## config.mk

```make
export PLATFORM = sky130hd
export DESIGN_NAME = poly_note_player
export DESIGN_NICKNAME = d
export VERILOG_FILES = /design/src/rtl/poly_note_pkg.sv /design/src/rtl/note_voice.sv /design/src/rtl/poly_note_player.sv
export SDC_FILE = /design/constraint.sdc
export NUM_CORES = 1
export LEC_CHECK = 0
export ABC_AREA = 1
export ABC_CLOCK_PERIOD_IN_PS = 2450
export BUFFER_PORTS_ARGS = -buffer_cell sky130_fd_sc_hd__buf_2
export CAP_MARGIN = 20
export CORE_MARGIN = 2
export CORE_UTILIZATION = 45
export CTS_CLUSTER_SIZE = 16
export DETAILED_ROUTE_END_ITERATION = 12
export GPL_TIMING_DRIVEN = 1
export PLACE_DENSITY = 0.59
export RECOVER_POWER = 100
export SYNTH_ARGS = -nofsm -noshare
export SYNTH_HDL_FRONTEND = slang
export SYNTH_HIERARCHICAL = 1
export SYNTH_SLANG_ARGS = --single-unit
```

## constraint.sdc

```tcl
create_clock -name clk -period 2.45 [get_ports clk]
set_input_delay 0.245 -clock clk [delete_from_list [all_inputs] [get_ports clk]]
set_output_delay 0.245 -clock clk [all_outputs]
set_load 0.05 [all_outputs]
```

## src/rtl/poly_note_pkg.sv

```systemverilog
// Shared types and pitch arithmetic for the polyphonic note player.
// Half-periods derive from octave-0 note frequencies in millihertz.
package poly_note_pkg;

  typedef enum logic {V_IDLE, V_RUN} voice_state_t;

  localparam int NOTE_REST = 12;

  localparam int unsigned NOTE_MHZ [12] = '{
    16352, 17324, 18354, 19445, 20602, 21827,
    23125, 24500, 25957, 27500, 29135, 30868
  };

  // Clock cycles per half-period, never below 1.
  function automatic longint unsigned half_period(longint unsigned clk_hz,
                                                  int unsigned note,
                                                  int unsigned oct);
    longint unsigned h;
    h = ((clk_hz * 64'd1000) / (64'd2 * 64'(NOTE_MHZ[note]))) >> oct;
    if (h == 64'd0) h = 64'd1;
    return h;
  endfunction

endpackage

```

## src/rtl/note_voice.sv

```systemverilog
// One square-wave voice: half-period down-counter, pending pitch register and
// IDLE/RUN state machine. Pitch and rest changes land only at a boundary.
module note_voice
  import poly_note_pkg::*;
#(
  parameter int CNT_W = 21
) (
  input  logic             clk,
  input  logic             reset,
  input  logic             wr,
  input  logic             wr_rest,
  input  logic [CNT_W-1:0] wr_half,
  output logic             out,
  output voice_state_t     state
);

  localparam logic [CNT_W-1:0] ONE = CNT_W'(1);

  voice_state_t     state_q, state_d;
  logic [CNT_W-1:0] cnt_q, cnt_d;
  logic             out_q, out_d;
  logic [CNT_W-1:0] pend_half_q;
  logic             pend_rest_q;

  always_ff @(posedge clk) begin
    if (reset) begin
      state_q     <= V_IDLE;
      cnt_q       <= '0;
      out_q       <= 1'b0;
      pend_half_q <= '0;
      pend_rest_q <= 1'b1;
    end else begin
      state_q <= state_d;
      cnt_q   <= cnt_d;
      out_q   <= out_d;
      // Last write wins; a boundary in this same cycle still sees the old pend.
      if (wr) begin
        pend_half_q <= wr_half;
        pend_rest_q <= wr_rest;
      end
    end
  end

  always_comb begin
    state_d = state_q;
    cnt_d   = cnt_q;
    out_d   = out_q;
    case (state_q)
      V_IDLE: begin
        if (wr && !wr_rest) begin
          state_d = V_RUN;
          cnt_d   = wr_half - ONE;
          out_d   = 1'b1;
        end
      end
      V_RUN: begin
        if (cnt_q == '0) begin
          if (pend_rest_q) begin
            state_d = V_IDLE;
            out_d   = 1'b0;
          end else begin
            out_d = ~out_q;
            cnt_d = pend_half_q - ONE;
          end
        end else begin
          cnt_d = cnt_q - ONE;
        end
      end
      default: state_d = V_IDLE;
    endcase
  end

  assign out   = out_q;
  assign state = state_q;

endmodule

```

## src/rtl/poly_note_player.sv

```systemverilog
// Polyphonic square-wave player: write decode, VOICES note_voice instances,
// registered popcount mix and a 1-bit speaker stage. Defining POLY_PDM_EN makes
// the speaker a sigma-delta of mix; otherwise it is the XOR (parity) of voices.
module poly_note_player
  import poly_note_pkg::*;
#(
  parameter  int CLK_HZ = 50000000,
  parameter  int VOICES = 4,
  parameter  int CNT_W  = 21,
  localparam int VW     = (VOICES > 1) ? $clog2(VOICES) : 1,
  localparam int MW     = $clog2(VOICES + 1)
) (
  input  logic              clk,
  input  logic              reset,
  input  logic              wr_en,
  input  logic [VW-1:0]     wr_voice,
  input  logic [3:0]        wr_note,
  input  logic [2:0]        wr_oct,
  output logic [VOICES-1:0] voice_out,
  output logic [VOICES-1:0] active,
  output logic [MW-1:0]     mix,
  output logic              speaker
);

  // Octave-0 half-periods are elaboration constants; only the shift is live.
  logic [CNT_W-1:0] half_tab [16];
  for (genvar gi = 0; gi < 16; gi++) begin : g_tab
    if (gi < NOTE_REST) begin : g_note
      assign half_tab[gi] = CNT_W'(half_period(64'(CLK_HZ), gi, 0));
    end else begin : g_rest
      assign half_tab[gi] = '0;
    end
  end

  logic             wr_ok;
  logic             wr_rest;
  logic [CNT_W-1:0] shifted;
  logic [CNT_W-1:0] wr_half;

  always_comb begin
    wr_rest = (wr_note >= 4'(NOTE_REST));
    shifted = half_tab[wr_note] >> wr_oct;
    wr_half = (shifted == '0) ? CNT_W'(1) : shifted;
    wr_ok   = wr_en && (32'(wr_voice) < 32'(VOICES));
  end

  voice_state_t vstate [VOICES];

  for (genvar gv = 0; gv < VOICES; gv++) begin : g_voice
    note_voice #(.CNT_W(CNT_W)) u_voice (
      .clk     (clk),
      .reset   (reset),
      .wr      (wr_ok && (32'(wr_voice) == gv)),
      .wr_rest (wr_rest),
      .wr_half (wr_half),
      .out     (voice_out[gv]),
      .state   (vstate[gv])
    );
    assign active[gv] = (vstate[gv] == V_RUN);
  end

  logic [MW-1:0] pop;
  always_comb begin
    pop = '0;
    for (int i = 0; i < VOICES; i++) pop = pop + MW'(voice_out[i]);
  end

`ifdef POLY_PDM_EN
  localparam int AW = $clog2(2 * VOICES + 1);
  logic [AW-1:0] acc_q;
  logic [AW-1:0] sum;

  assign sum = acc_q + AW'(mix);

  always_ff @(posedge clk) begin
    if (reset) begin
      mix     <= '0;
      speaker <= 1'b0;
      acc_q   <= '0;
    end else begin
      mix <= pop;
      if (sum >= AW'(VOICES)) begin
        speaker <= 1'b1;
        acc_q   <= sum - AW'(VOICES);
      end else begin
        speaker <= 1'b0;
        acc_q   <= sum;
      end
    end
  end
`else
  // Parity of the registered popcount is the XOR of the voices one cycle back.
  always_ff @(posedge clk) begin
    if (reset) begin
      mix     <= '0;
      speaker <= 1'b0;
    end else begin
      mix     <= pop;
      speaker <= mix[0];
    end
  end
`endif

endmodule
```

==> metrics <==
largest net degree at the start of global routing=35; critical path's top delay family=simple AND/OR/NAND/NOR gates; core area=roughly 28000 um2; Final TNS setup=0 ps; Max FO, Critical Path=4; most common cell after layout, fill and taps aside=nand2_1; most frequent cells in the layout=424 x nand2_1, 289 x nor2_1, 253 x buf_4; GR Util All Layers=between 20% and 30%; Antenna Cells=0; DR vias=13990; nets=about 2300; Syn Nets=around 2100; detailed-routing iteration count for the pre-antenna-repair pass=5; Finished Cell Area=about 16000 um2; power per cell area=slightly below 600 nW/um2; placed cells=2615; row count=around 60; CTS tree=built; Detailed Route WL=between 40000 and 50000 um; EDFF count, synth=0; CP Cell Sequence=buf_2 -> buf_4 -> nor2_4 -> nand2_1 -> nand2_1 -> o21ai_2 -> nand2_1 -> nand3_2 -> nand2_4 -> buf_4 -> nand2_1 -> nand2_2 -> nor2_4 -> ha_2 -> nand4_1 -> nor2_2 -> nand3_4 -> nor2_4 -> buf_4 -> nand3_1 -> nand3_1 -> nand2_1 -> inv_1; drc violations=0; CP Depth=23; Post-synth ARST share=0%; Reg power frac=between 30% and 40%; status=complete, no violations; Clock Latency Late Sink=between 400 and 500 ps; cell mode on critical path=nand2_1; RSZ-0062 raised after global routing=yes; RePlAce Congestion=roughly 0.9; hold path start=wr_voice[0]; Ys Warns=6; clock network fraction of total power=27.4%; reg2reg setup slack=~100 ps; Worst EP required=2840 ps; NetSw=around 3.7 mW; reg2reg path depth=16; Max-Cap Viols=0; fillcell total=2749; Internal Power=~6.0 mW; Post-CTS Hold Buffers=0; Max Clk Rate=421.6 MHz; Largest stage delay, worst path=between 200 and 250 ps; htree depth=4; Seq cells post-synth=~180; Layout area overhead=27.46%; crit path max-delay cell type=nor2_2; GR Layer Usage met2=about 46%; wire per inst=about 15 um; Cells after Synth=~2100; CTS Buf Count=17; Yosys cell types=38; Setup-failing EPs final=0; hold path cells=5; clock tree buffer depth=2; clock skew=14.43 ps; sequential fraction of the synthesis area=28.80%; vias in the first global route=approximately 13000; critical path type=in -> reg; mapped cell area=12790 um2; hold violation count in the final report=0; worst hold path type=in -> reg; Leak=around 7.8 nW; Worst-Margin Slew=1462 ps; aggregate global routing overflow=0; share of cells above drive strength 1=a little over a quarter; fin. max-slew vios=0; Top Usage Layer GRT=met2; Iter 0 DRT Violations=between 1000 and 1500; worst r2r src=g_voice[1].u_voice/cnt_q[13]; die width=172.6 um; syn avg cell area=6.203 um2; fin crit period=roughly 2400 ps; CP Launch Type=input pin; top_reg_cell synth=dfxtp_1; Max transition margin=2.529%; worst reg2reg endpoint=g_voice[1].u_voice/cnt_q[20]; CP Buf/Inv Count=5; DP Area=around 15000 um2; Final Non-Filler Cells=2674; CTS clock-pin slew for the worst setup and hold paths=about 80 ps; I/O Buffers=23; vias per inst=5.230; Num Clock Sinks=~180; Hold Path End=g_voice[0].u_voice/pend_rest_q; # IOs=24; met3 GRT Util=between 3 and 4%; Die Height=between 150 and 200 um; VDD IR max=just over 0.0005 V; Starting Density=between 40 and 50%; remaining antenna violation count after routing=0; first-pass GRT wire length=64850 um; Comb power frac=37.9%; Arr. time, crit path=about 2800 ps; DP Wirelength=29890 um; met1 Use GR=between 30 and 40%; fin crit share=a little over nine tenths; Root Driver=clkbuf_16; Net Sw Frac=a little under two fifths; initial antenna violation count=0; Crit. End Element=flop; die area=29790 um2
state kept, by name, indices dropped and copies added, names as in the netlist:
name	cells
g_voice.u_voice/cnt_q	84
g_voice.u_voice/out	4
g_voice.u_voice/pend_half_q	84
g_voice.u_voice/pend_rest_q	4
g_voice.u_voice/state	4
mix	3
speaker	1
area by class of cell:
| class | instances | area (um2) | share of cell area (%) |
|---|---|---|---|
| Inverter | 249 | 955.9 | 5.864 |
| Timing Repair Buffer | 294 | 2320 | 14.23 |
| Clock buffer | 17 | 425.4 | 2.610 |
| Clock inverter | 14 | 121.4 | 0.7445 |
| Multi-Input combinational cell | 1538 | 8309 | 50.97 |
| Sequential cell | 184 | 3697 | 22.68 |
| Tap cell | 378 | 473.0 | 2.901 |
cells in the mapped netlist (6+ instances only):
library cell	n	area (um2)
a21oi_1	92	460.4
buf_2	17	85.08
ha_1	12	150.1
nand2_1	468	1757
nand3_2	34	340.3
o221ai_1	8	70.07
a31oi_1	8	50.05
inv_1	237	889.6
clkbuf_1	33	123.9
nor3_1	6	30.03
nand3_4	8	140.1
buf_6	23	259.0
o21bai_1	8	60.06
nor2_2	28	175.2
buf_4	10	75.07
nand3b_1	20	150.1
nor2_1	340	1276
nand2_2	29	181.4
inv_2	7	26.28
o21ai_0	145	725.7
o21ai_1	13	65.06
dfxtp_1	184	3684
nand3_1	240	1201
nand4_1	21	131.4
xor2_1	12	105.1
nor2_4	26	292.8
worst max path at each step:
stage	from	slack [ps]	end
2_1_floorplan	wr_note[0]	30	g_voice[0].u_voice/cnt_q[18]
3_3_place_gp	wr_note[0]	-530	g_voice[0].u_voice/cnt_q[18]
3_5_place_dp	wr_note[0]	-550	g_voice[0].u_voice/cnt_q[18]
4_1_cts	wr_note[0]	0.9	g_voice[2].u_voice/cnt_q[20]
5_1_grt	wr_note[0]	-90	g_voice[3].u_voice/cnt_q[20]
6_report	wr_note[3]	80	g_voice[3].u_voice/cnt_q[12]
per-layer routing:
| metal | part of all wire [%] | vias up | wire [um] |
|---|---|---|---|
| met5 | 0 | - | 0 |
| met4 | 2.1 | 0 | 862 |
| met3 | 4.4 | 65 | 1779 |
| met2 | 49 | 378 | 20060 |
| met1 | 44 | 6500 | 17990 |
| li1 | - | 7042 | - |
what timing repair did:
item	CTS	global route
gates resized for setup	22	202
endpoints found under the setup margin	33	61
buffers inserted	2	26
pin swaps	10	65
power groups by stage:
| stage | Clock, mW | Combinational (mW) | Sequential (mW) |
|---|---|---|---|
| finish | 2.66 | 3.67 | 3.37 |
| global route | 2.83 | 4.03 | 3.40 |
| CTS | 2.70 | 3.31 | 3.36 |
| detailed placement | 0 | 3.27 | 3.43 |
| global placement | 0 | 3.24 | 3.43 |
| floorplan | 0 | 2.05 | 3.41 |
worst min-delay path, delay by kind of cell:
family                 cells  cell delay [ps]
AO/OA/AOI/OAI              1              140
buffers and inverters      2              210
AND/OR/NAND/NOR            2              120
per-stage QoR:
stage	setup slack, ps	total power [mW]	utilization (%)	hold WS (ps)
after floorplan	33.34	5.466	-	316.2
after global placement	-529.4	6.661	52.98	405.9
after detailed placement	-548.7	6.699	52.98	414.9
after CTS	0.9417	9.378	55.33	264.7
after global routing	-94.55	10.26	58.52	353.9
final	78.28	9.707	58.52	339.7
logic make-up (layout without fill, tap and decap cells):
kind of cell / after synthesis / count (layout) / synth area share [%]
AND/OR/NAND/NOR: 1229 / 1229 / 45.25
buffers and inverters: 340 / 574 / 11.94
AO/OA/AOI/OAI: 284 / 284 / 11.86
flip-flops: 184 / 184 / 28.80
adder cells (fa/ha/maj): 13 / 13 / 1.330
XOR/XNOR: 12 / 12 / 0.8218
Note: power is estimated with default switching activity, not from simulation.
